`config.mk`:
```
export PLATFORM = sky130hd
export DESIGN_NAME = and_hpc2_pipe
export DESIGN_NICKNAME = d
export VERILOG_FILES = /design/src/rtl/masking_pkg.sv /design/src/rtl/hpc2_en_reg.sv /design/src/rtl/and_hpc2_pipe.sv
export SDC_FILE = /design/constraint.sdc
export NUM_CORES = 1
export LEC_CHECK = 0
export ABC_AREA = 1
export CORE_AREA = 2 2 73 75
export DETAILED_ROUTE_END_ITERATION = 8
export DIE_AREA = 0 0 75 77
export PLACE_DENSITY = 0.55
export SETUP_SLACK_MARGIN = 0.5
export SYNTH_ARGS = -nofsm -noshare
export SYNTH_HDL_FRONTEND = slang
export SYNTH_HIERARCHICAL = 1
export SYNTH_SLANG_ARGS = --single-unit
```
`constraint.sdc`:
```
create_clock -name clk -period 1.99 [get_ports clk]
set_input_delay 0.398 -clock clk [delete_from_list [all_inputs] [get_ports clk]]
set_output_delay 0.398 -clock clk [all_outputs]
set_load 0.01 [all_outputs]
```
`src/rtl/masking_pkg.sv`:
```
// Shared helpers for the masked datapath gadgets.
// Shares are packed share-major: share i occupies bits [i*WIDTH +: WIDTH].
//   nrnd(s)          : number of fresh random words per transfer, s*(s-1)/2
//   rnd_idx(i,j,s)   : randomness word shared by share pair {i,j} (symmetric)
//   pair_idx(i,j,s)  : dense index of ordered pair (i,j), i != j
//   share_lsb(i,w)   : lowest bit of share i
package masking_pkg;

  localparam int unsigned DEF_SHARES = 3;
  localparam int unsigned DEF_WIDTH  = 1;

  function automatic int unsigned nrnd(input int unsigned s);
    return s * (s - 1) / 2;
  endfunction

  function automatic int unsigned rnd_idx(input int unsigned i, input int unsigned j,
                                          input int unsigned s);
    int unsigned lo;
    int unsigned hi;
    lo = (i < j) ? i : j;
    hi = (i < j) ? j : i;
    return lo * s - lo * (lo + 1) / 2 + (hi - lo - 1);
  endfunction

  function automatic int unsigned pair_idx(input int unsigned i, input int unsigned j,
                                           input int unsigned s);
    return i * (s - 1) + ((j < i) ? j : j - 1);
  endfunction

  function automatic int unsigned share_lsb(input int unsigned i, input int unsigned w);
    return i * w;
  endfunction

endpackage

```
`src/rtl/hpc2_en_reg.sv`:
```
// Pipeline register with load enable and synchronous active-low reset to 0.
// Every gadget register goes through this module so the keep attribute
// applies uniformly and the t/u terms can never be retimed or merged away.
// Ports: clk, rst_n, en (load enable), d (next value), q (registered value).
module hpc2_en_reg #(
  parameter int unsigned WIDTH = 1
) (
  input  logic             clk,
  input  logic             rst_n,
  input  logic             en,
  input  logic [WIDTH-1:0] d,
  output logic [WIDTH-1:0] q
);

  (* keep = "true" *) logic [WIDTH-1:0] q_r;

  always_ff @(posedge clk) begin
    if (!rst_n)  q_r <= '0;
    else if (en) q_r <= d;
  end

  assign q = q_r;

endmodule

```
`src/rtl/and_hpc2_pipe.sv`:
```
// HPC2 masked AND gadget with valid/ready handshake and a stallable pipeline.
// c = a & b on shared data (share-major packing); rnd is consumed on input fire.
// Optional macro AND_HPC2_PIPE_OUTREG_EN adds a third register stage on c.
// Ports:
//   clk, rst_n            clock, synchronous active-low reset
//   in_valid / in_ready   input handshake for a, b, rnd
//   a, b                  SHARES*WIDTH shared operands
//   rnd                   nrnd(SHARES)*WIDTH fresh randomness
//   out_valid / out_ready output handshake for c
//   c                     SHARES*WIDTH shared result
module and_hpc2_pipe
  import masking_pkg::*;
#(
  parameter int unsigned SHARES = DEF_SHARES,
  parameter int unsigned WIDTH  = DEF_WIDTH
) (
  input  logic                             clk,
  input  logic                             rst_n,
  input  logic                             in_valid,
  output logic                             in_ready,
  input  logic [SHARES*WIDTH-1:0]          a,
  input  logic [SHARES*WIDTH-1:0]          b,
  input  logic [nrnd(SHARES)*WIDTH-1:0]    rnd,
  output logic                             out_valid,
  input  logic                             out_ready,
  output logic [SHARES*WIDTH-1:0]          c
);

  localparam int unsigned NRND  = nrnd(SHARES);
  localparam int unsigned NPAIR = SHARES * (SHARES - 1);
  localparam int unsigned SW    = SHARES * WIDTH;

  logic v1, v2, en1, en2, in_fire, ld2;
  logic [SW-1:0]          a1, p1, p1_d, p2, c_comb;
  logic [NRND*WIDTH-1:0]  rr;
  logic [NPAIR*WIDTH-1:0] bx_d, bx, t_d, u_d, t, u;

  assign en1      = ~v1 | en2;
  assign in_ready = en1;
  assign in_fire  = in_valid & en1;
  assign ld2      = en2 & v1;

  // Stage 1 inputs: only same-share products and b_j masked by r_ij.
  always_comb begin
    p1_d = a & b;
    bx_d = '0;
    for (int unsigned i = 0; i < SHARES; i++) begin
      for (int unsigned j = 0; j < SHARES; j++) begin
        if (i != j) begin
          bx_d[pair_idx(i, j, SHARES)*WIDTH +: WIDTH] =
            b[share_lsb(j, WIDTH) +: WIDTH] ^ rnd[rnd_idx(i, j, SHARES)*WIDTH +: WIDTH];
        end
      end
    end
  end

  hpc2_en_reg #(.WIDTH(1))           u_v1  (.clk(clk), .rst_n(rst_n), .en(en1),     .d(in_fire), .q(v1));
  hpc2_en_reg #(.WIDTH(SW))          u_a1  (.clk(clk), .rst_n(rst_n), .en(in_fire), .d(a),       .q(a1));
  hpc2_en_reg #(.WIDTH(SW))          u_p1  (.clk(clk), .rst_n(rst_n), .en(in_fire), .d(p1_d),    .q(p1));
  hpc2_en_reg #(.WIDTH(NRND*WIDTH))  u_rr  (.clk(clk), .rst_n(rst_n), .en(in_fire), .d(rnd),     .q(rr));
  hpc2_en_reg #(.WIDTH(NPAIR*WIDTH)) u_bx  (.clk(clk), .rst_n(rst_n), .en(in_fire), .d(bx_d),    .q(bx));

  // Stage 2 inputs: cross terms only ever see registered, masked b.
  always_comb begin
    t_d = '0;
    u_d = '0;
    for (int unsigned i = 0; i < SHARES; i++) begin
      for (int unsigned j = 0; j < SHARES; j++) begin
        if (i != j) begin
          t_d[pair_idx(i, j, SHARES)*WIDTH +: WIDTH] =
            ~a1[share_lsb(i, WIDTH) +: WIDTH] & rr[rnd_idx(i, j, SHARES)*WIDTH +: WIDTH];
          u_d[pair_idx(i, j, SHARES)*WIDTH +: WIDTH] =
            a1[share_lsb(i, WIDTH) +: WIDTH] & bx[pair_idx(i, j, SHARES)*WIDTH +: WIDTH];
        end
      end
    end
  end

  hpc2_en_reg #(.WIDTH(1))           u_v2  (.clk(clk), .rst_n(rst_n), .en(en2), .d(v1),  .q(v2));
  hpc2_en_reg #(.WIDTH(SW))          u_p2  (.clk(clk), .rst_n(rst_n), .en(ld2), .d(p1),  .q(p2));
  hpc2_en_reg #(.WIDTH(NPAIR*WIDTH)) u_t   (.clk(clk), .rst_n(rst_n), .en(ld2), .d(t_d), .q(t));
  hpc2_en_reg #(.WIDTH(NPAIR*WIDTH)) u_u   (.clk(clk), .rst_n(rst_n), .en(ld2), .d(u_d), .q(u));

  // Share compression from stage-2 registers only.
  always_comb begin
    c_comb = p2;
    for (int unsigned i = 0; i < SHARES; i++) begin
      for (int unsigned j = 0; j < SHARES; j++) begin
        if (i != j) begin
          c_comb[share_lsb(i, WIDTH) +: WIDTH] = c_comb[share_lsb(i, WIDTH) +: WIDTH]
            ^ t[pair_idx(i, j, SHARES)*WIDTH +: WIDTH]
            ^ u[pair_idx(i, j, SHARES)*WIDTH +: WIDTH];
        end
      end
    end
  end

`ifdef AND_HPC2_PIPE_OUTREG_EN
  logic          v3, en3;
  logic [SW-1:0] c3;

  assign en3 = ~v3 | out_ready;
  assign en2 = ~v2 | en3;

  hpc2_en_reg #(.WIDTH(1))  u_v3 (.clk(clk), .rst_n(rst_n), .en(en3),      .d(v2),     .q(v3));
  hpc2_en_reg #(.WIDTH(SW)) u_c3 (.clk(clk), .rst_n(rst_n), .en(en3 & v2), .d(c_comb), .q(c3));

  assign out_valid = v3;
  assign c         = c3;
`else
  assign en2       = ~v2 | out_ready;
  assign out_valid = v2;
  assign c         = c_comb;
`endif

endmodule
```
# [After elaboration in Yosys (flattened, before gate mapping)]
# Index checks and enable logic that the tools add are counted.
[word_totals] register_bits=32 in_bits=13 output_inout_bits=5 elab_cells=49
[op_classes] n_bitwise=40
[op_table] op="1-bit XOR" count=18
[op_table] op="1-bit bitwise AND" count=14
[op_table] op="1-bit NOT" count=5
[op_table] op="3-bit bitwise AND" count=1
[op_table] op="1-bit bitwise OR" count=2

# [Logic depth before layout (Yosys ltp)]
# Gate-level depths: netlist of the first run.
[logic_depth] word_depth=4 depth_mapped=8 depth_no_buf=8

# [By module]
# The synthesis of the first run kept the hierarchy.
[modules_own_cells] module="hpc2_en_reg at u_bx ..." instances=3 cells_per_inst=43 area_per_inst_um2=301.5 seq_area_each_um2=120.1
[modules_own_cells] module="hpc2_en_reg at u_a1 ..." instances=4 cells_per_inst=21 area_per_inst_um2=138.9 seq_area_each_um2=60.1
[modules_own_cells] module="and_hpc2_pipe" instances=1 cells_per_inst=81 area_per_inst_um2=369.1 seq_area_each_um2=0.0
[modules_own_cells] module="hpc2_en_reg at u_v1 ..." instances=2 cells_per_inst=7 area_per_inst_um2=48.8 seq_area_each_um2=20.0

# [Worst setup path before layout of the first run]
# No wires, ideal clock.
[synth_timing] path_kind="input to register" from="input port out_ready" to="register u_t.q_r[0], in the netlist u_t/q[0]" setup_time_ps=114 arrival_ps=1601 required_ps=1876 path_slack_ps=275 cell_stages=6 path_buffers=1 path_cell_list="inv_1 a21boi_0 buf_6 nand2_1 nand2_1 nor2_2"
[synth_between] elab_chain_cells=2
[synth_lines] item="start: declaration" line_no="and_hpc2_pipe.sv:25" source="input logic out_ready,"
[synth_lines] item="1-bit bitwise OR" line_no="and_hpc2_pipe.sv:111" source="assign en2 = ~v2 | out_ready;"
[synth_lines] item="1-bit bitwise AND" line_no="and_hpc2_pipe.sv:41" source="assign ld2 = en2 & v1;"
[synth_lines] item="via ld2" line_no="and_hpc2_pipe.sv:33" source="logic v1, v2, en1, en2, in_fire, ld2;"
[synth_lines] item="end signal: assignment" line_no="hpc2_en_reg.sv:18" source="if (!rst_n) q_r <= '0;"
[synth_lines] item="end signal: assignment" line_no="hpc2_en_reg.sv:19" source="else if (en) q_r <= d;"
[synth_lines] item="end: declaration" line_no="hpc2_en_reg.sv:15" source="(* keep = \"true\" *) logic [WIDTH-1:0] q_r;"
# The timed path passes the listed nets, and every way through them passes these cells.
# A chain may end at the register's enable or synchronous reset.

# [Final worst setup path of the first run]
[layout_timing] from="register u_u.q_r[0], in the netlist u_u/q[0]" to="output port c[0]"
[layout_between] elab_chain_cells=3
[layout_lines] item="start: declaration" line_no="hpc2_en_reg.sv:15"
[layout_lines] item="start signal: assignment" line_no="hpc2_en_reg.sv:18"
[layout_lines] item="start signal: assignment" line_no="hpc2_en_reg.sv:19"
[layout_lines] item="1-bit XOR" line_no="and_hpc2_pipe.sv:92" source="^ u[pair_idx(i, j, SHARES)*WIDTH +: WIDTH];"
[layout_lines] item="1-bit XOR" line_no="and_hpc2_pipe.sv:91" source="^ t[pair_idx(i, j, SHARES)*WIDTH +: WIDTH]"
[layout_lines] item="1-bit XOR" line_no="and_hpc2_pipe.sv:92"
[layout_lines] item="end: declaration" line_no="and_hpc2_pipe.sv:26" source="output logic [SHARES*WIDTH-1:0] c"
# Every way passes these cells.

==> results of run 1 <==
==> timing repair <==
| action | CTS | global route |
|---|---|---|
| endpoints found under the setup margin | 5 | 7 |
| cloned | 0 | 1 |
| pin swaps | 1 | 5 |
| resized for setup | 35 | 5 |
| buffers inserted | 3 | 1 |
==> tightest hold or removal path: stages, from the launching register on <==
cell and delay [ns]:
dfxtp_1 0.31, nor2_1 0.08, nor2_1 0.04
==> cell usage in the layout, fill, tap and decap left out, drive strengths merged <==
| cell type | n |
|---|---|
| nor2 | 70 |
| a21boi | 1 |
| nand3 | 7 |
| inv | 58 |
| dfxtp | 32 |
| clkbuf | 9 |
| dlygate4sd2 | 1 |
| nand2 | 96 |
| dlymetal6s2s | 1 |
| buf | 12 |
| xor2 | 9 |
| clkdlybuf4s50 | 11 |
==> per-layer routing <==
layer / share of wire (%) / GRT usage, % / vias up
li1: - / - / 835
met1: 51 / 14.8 / 587
met2: 43 / 18.0 / 21
met3: 4.0 / 3.42 / 7
met4: 2.3 / 6.07 / 0
met5: 0 / 0 / -
==> flip-flops by register name, indices dropped and copies added, names as in the netlist <==
register / cells
u_t/q: 6
u_v2/q: 1
u_a1/q: 3
u_p1/q: 3
u_p2/q: 3
u_bx/q: 6
u_u/q: 6
u_v1/q: 1
u_rr/q: 3
==> where the power goes <==
part           leakage, nW  internal (mW)  switching, mW
sequential           0.269          0.693         0.0379
clock               0.0455          0.282          0.225
combinational        0.816          0.142          0.163
total                 1.13           1.12          0.426
==> how the worst max path moves through the flow <==
| stage | slack [ns] | to | from | cells past startpoint |
|---|---|---|---|---|
| after floorplan | 0.53 | u_bx/q[0] | out_ready | 8 |
| after global placement | 0.06 | in_ready | out_ready | 4 |
| after detailed placement | 0.05 | in_ready | out_ready | 4 |
| after CTS | 0.38 | c[2] | u_t/q[5] | 8 |
| after global routing | 0.38 | c[2] | u_t/q[5] | 8 |
| final | 0.49 | c[0] | u_u/q[0] | 8 |
==> layout make-up <==
class | instances | area share, %
multi-input combinational | 183 | 38.5
timing repair buffer | 26 | 12.5
inverter | 58 | 10.2
tap | 70 | 4.08
sequential | 32 | 30.6
clock buffer | 8 | 4.20
==> impl_results.md, run 1 <==
* Share of cells above drive strength 1 at a little over a fifth
* Cell Area, Synth at around 1900 µm²
* Setup TNS at 0 ns
* WHS Path Cells at 2
* RePlAce Congestion at around 0.68
* Grt total ovfl at 0
* Worst slack on hold paths at 0.470 ns
* Worst setup margin at 0.493 ns
* Required @ worst endpoint at 1.59 ns
* Critical-path cell list: inv_2, nand2_2, nand2_1, nand2_1, nand2_1, nand2_1, nand2_1, buf_2
* Number of global-route vias before repair at 1303
* Worst R2R End: u_bx/q[1]
* Max stage delay on crit path at ~0.34 ns
* Num CTS Buffers at 5
* VDD IR max at around 380 µV
* Peak Freq at approximately 0.67 GHz
* DR vias at around 1500
* Cells after Synth at just over 300
* Fillers at ~530
* Syn_nets at 319
* Outcome: finished, final reports clean
* Final Max Slew Viols at 0
* WS Path Type: register to output port
* Nets at roughly 320
* Largest net degree at the start of global routing at 33
* Pre-CTS WS at between 0.05 and 0.06 ns
* R2r startpoint: u_v1/q
* Clk sinks at 32
* Placement Rows at 26
* Die area at between 5000 and 6000 µm²
* Chip height at 77 µm
* Footprint of the multi-input gates at approximately 830 µm²
* IO Pins at 18
* Clk_lat worst skew at 0.28 ns
* Post-DP HPWL at roughly 1900 µm
* Clk root buf: clkbuf_8
* Avg Inst Size Synth at about 6.2 µm²
* Worst-path clk slew at around 0.060 ns
* Relative slew margins at 78.4%
* Inst Count DP at approximately 360
* Core area at around 5000 µm²
* Initial core utilization at roughly two fifths
* Worst path most repeated cell: nand2_1
* Final min period at approximately 1.5 ns
* Hold path endpoint: u_rr/q[2]
* Die Width at between 70 and 80 µm
* Worst Reg-to-Reg Cells at 7
* Placed inst area at approximately 2000 µm²
* Worst Path Buf+Inv at 2
* Crit path max fanout at 3
* Least-Margin Pin Slew at between 0.3 and 0.4 ns
* Total track usage at between 10% and 20%
* Routed WL at roughly 3000 µm
* TritonCTS clock tree: yes
* DRT antenna net count at 0
* First drt pass iteration count at 4
* Clock Skew at approximately 0.0055 ns
* Fin crit share at 75.2%
* Top Family by Delay on Critical Path: flip-flops
* PwrDens at approximately 720 nW/µm²
* Initial antenna violation count at 0
* Critical Path End Type: output port
* Hold Vio Cnt, Final at 0
* Layout area overhead at 12.2%
* Worst Setup Start Kind: register
* Hold wc startpoint: u_rr/q[2]
* 1st-iter DRT viols at 44
* Maxcap violations at 0
* Drt wl/cell at 7.86 µm
* Tot Pwr at roughly 1.5 mW
* Final Cell Area at roughly 2100 µm²
* Clock Path Buffers at 2
* Final design utilization at roughly 43%
* # diodes at 0
* CP arrival at roughly 1.1 ns
* Min-Delay Path Class: register to register
* Via/cell ratio at between 3 and 4
* Flop2flop setup slack at roughly 0.78 ns
* Final setup violation count at 0
* RSZ-0062 raised after global routing: true
* Post-Layout Cell Count at ~380
* DRC violations left at 0
* Sequential cell area at approximately 660 µm²
* Yosys warns at 6
* Hold Buf Count CTS at 0
* Slowest stage cell, crit path: dfxtp_2
* CTS HTree Levels at 2
* Global-route wire length before repair at between 5000 and 6000 µm
* Pleak at around 1.1 nW
* I/O Buffers at 17
No activity file was read; power rests on OpenSTA's default activity.
==> run 2, diff against run 1 <==
==> constraint.sdc (replaced) <==
create_clock -name clk -period 1.53 [get_ports clk]
set_input_delay 0.306 -clock clk [delete_from_list [all_inputs] [get_ports clk]]
set_output_delay 0.306 -clock clk [all_outputs]
set_load 0.01 [all_outputs]
==> run 2 against run 1 <==
Compared with the run above: cell count grew 5.0%; sequential share of layout area down 7.5 points; utilization up 14 points; routed wire length grew 29%; die area unchanged; critical path type unchanged; largest cell class unchanged; highest routed layer unchanged.
==> impl_results.md, run 2 (same netlist as run 1, synthesis figures left out) <==
* WS Path Type: register to output port
* IO Pins at 18
* Min-Delay Path Class: register to register
* Layout area overhead at 49.7%
* Critical Path Start: u_t/q[1]
* Relative slew margins at a little over four fifths
* Pleak at roughly 1.4 nW
* Final min period at around 1.4 ns
* CTS HTree Levels at 2
* Worst-path clk slew at approximately 0.060 ns
* Maxcap violations at 0
* Via/cell ratio at between 4 and 5
* Core area at 4980 µm²
* Clk sinks at 32
* First drt pass iteration count at 4
* Initial core utilization at between 30% and 40%
* Fin crit share at between 90% and 100%
* Die Width at 75 µm
* Nets at 339
* Grt total ovfl at 0
* Initial antenna violation count at 0
* Clk_lat worst skew at roughly 0.28 ns
* Outcome: finished, final reports clean
* Die area at a little under 6000 µm²
* Num CTS Buffers at 5
* Largest net degree at the start of global routing at 33
* PwrDens at around 810 nW/µm²
* Critical Path End Type: output port
* Final Cell Area at approximately 2900 µm²
* Inst Count DP at ~370
* Worst Setup Start Kind: register
* RSZ-0062 raised after global routing: true
* Crit path max fanout at 3
* Clk root buf: clkbuf_8
* CP arrival at roughly 1.1 ns
* Chip height at 77 µm
* R2r startpoint: u_v2/q
* DRC violations left at 0
* Drt wl/cell at 9.67 µm
* Final design utilization at a little under three fifths
* Hold wc startpoint: u_rr/q[0]
* TritonCTS clock tree: yes
* # diodes at 0
* VDD IR max at around 440 µV
* RePlAce Congestion at between 0.6 and 0.7
* Number of global-route vias before repair at about 1600
* Global-route wire length before repair at roughly 6800 µm
* Least-Margin Pin Slew at around 0.25 ns
* Worst slack on hold paths at about 0.47 ns
* DR vias at 1632
* Most common cell after layout, fill and taps aside: inv_1
* Placement Rows at 26
* Peak Freq at 0.700 GHz
* 1st-iter DRT viols at 35
* Leading cell types in the layout, fill and taps excluded: inv_1 (49), nor2_1 (40), nand2_2 (40)
* Required @ worst endpoint at between 1 and 1.5 ns
* Hold Vio Cnt, Final at 0
* Share of cells above drive strength 1 at between 50% and 60%
* Clock Path Buffers at 2
* Final Max Slew Viols at 0
* Routed WL at between 3000 and 4000 µm
* Total track usage at 14.8%
* Placed inst area at just over 2000 µm²
* Clock Skew at between 0.002 and 0.0025 ns
* DRT antenna net count at 0
* Post-DP HPWL at 1990 µm
* Final setup violation count at 0
* I/O Buffers at 17
* Post-Layout Cell Count at approximately 400
-- run 2: worst max-delay path, stage by stage (launching register included) --
cell and delay (ns):
dfxtp_2 0.35, inv_2 0.04, nand2_2 0.06, nand2_1 0.05, nand2_1 0.07, nand2_1 0.05
nand2_1 0.07, nand2_2 0.05, buf_6 0.11
-- run 2: what timing repair did --
| item | 4_1_cts | 5_1_grt |
|---|---|---|
| pin swaps | 39 | 34 |
| resized for setup | 107 | 54 |
| gates cloned | 6 | 0 |
| hold buffers | 0 | 0 |
| setup endpoints to repair | 37 | 36 |
| setup buffers | 14 | 4 |
-- run 2: power by group --
group	internal (mW)	switching [mW]	total (mW)
logic	0.341	0.327	0.668
clock network	0.400	0.303	0.703
registers	0.900	0.0602	0.960
-- run 2: area by class of cell --
class | count | area, µm²
timing repair buffer | 46 | 606
inverter | 58 | 230
clock buffer | 7 | 96.3
tap | 70 | 87.6
sequential | 32 | 662
multi-input combinational | 183 | 1180
fill | 444 | 2110
-- run 2: per-stage QoR --
step	power, mW	worst slack [ns]	setup TNS (ns)
floorplan	1.31	0.252	0
global placement	1.38	-0.298	-5.73
detailed placement	1.38	-0.315	-6.17
CTS	2.26	0.0997	0
global route	2.48	-0.0112	-0.0141
finish	2.33	0.102	0
-- run 2: routing by layer --
| metal | GRT usage, % | vias to the layer above | wire [µm] |
|---|---|---|---|
| li1 | - | 885 | - |
| met1 | 18.3 | 721 | 1690 |
| met2 | 24.7 | 19 | 1980 |
| met3 | 3.15 | 7 | 89 |
| met4 | 5.36 | 0 | 72 |
| met5 | 0 | - | 0 |
-- run 2: final timing paths --
path	slack, ns	cells after the start	endpoint
max	0.10	8	c[0]
min	0.47	2	u_rr/q[0]
max reg2reg	0.20	8	u_p2/q[2]
min reg2reg	0.47	2	u_rr/q[0]
==> run 3, diff against run 2 <==
--- a/config.mk
+++ b/config.mk
@@ -7,6 +7,7 @@
 export LEC_CHECK = 0
 export ABC_AREA = 1
 export CORE_AREA = 2 2 73 75
+export CTS_CLUSTER_DIAMETER = 30
 export DETAILED_ROUTE_END_ITERATION = 8
 export DIE_AREA = 0 0 75 77
 export PLACE_DENSITY = 0.55
==> results of run 3 <==
Same layout as run 2: the final DEF is identical, and so are final timing and power.
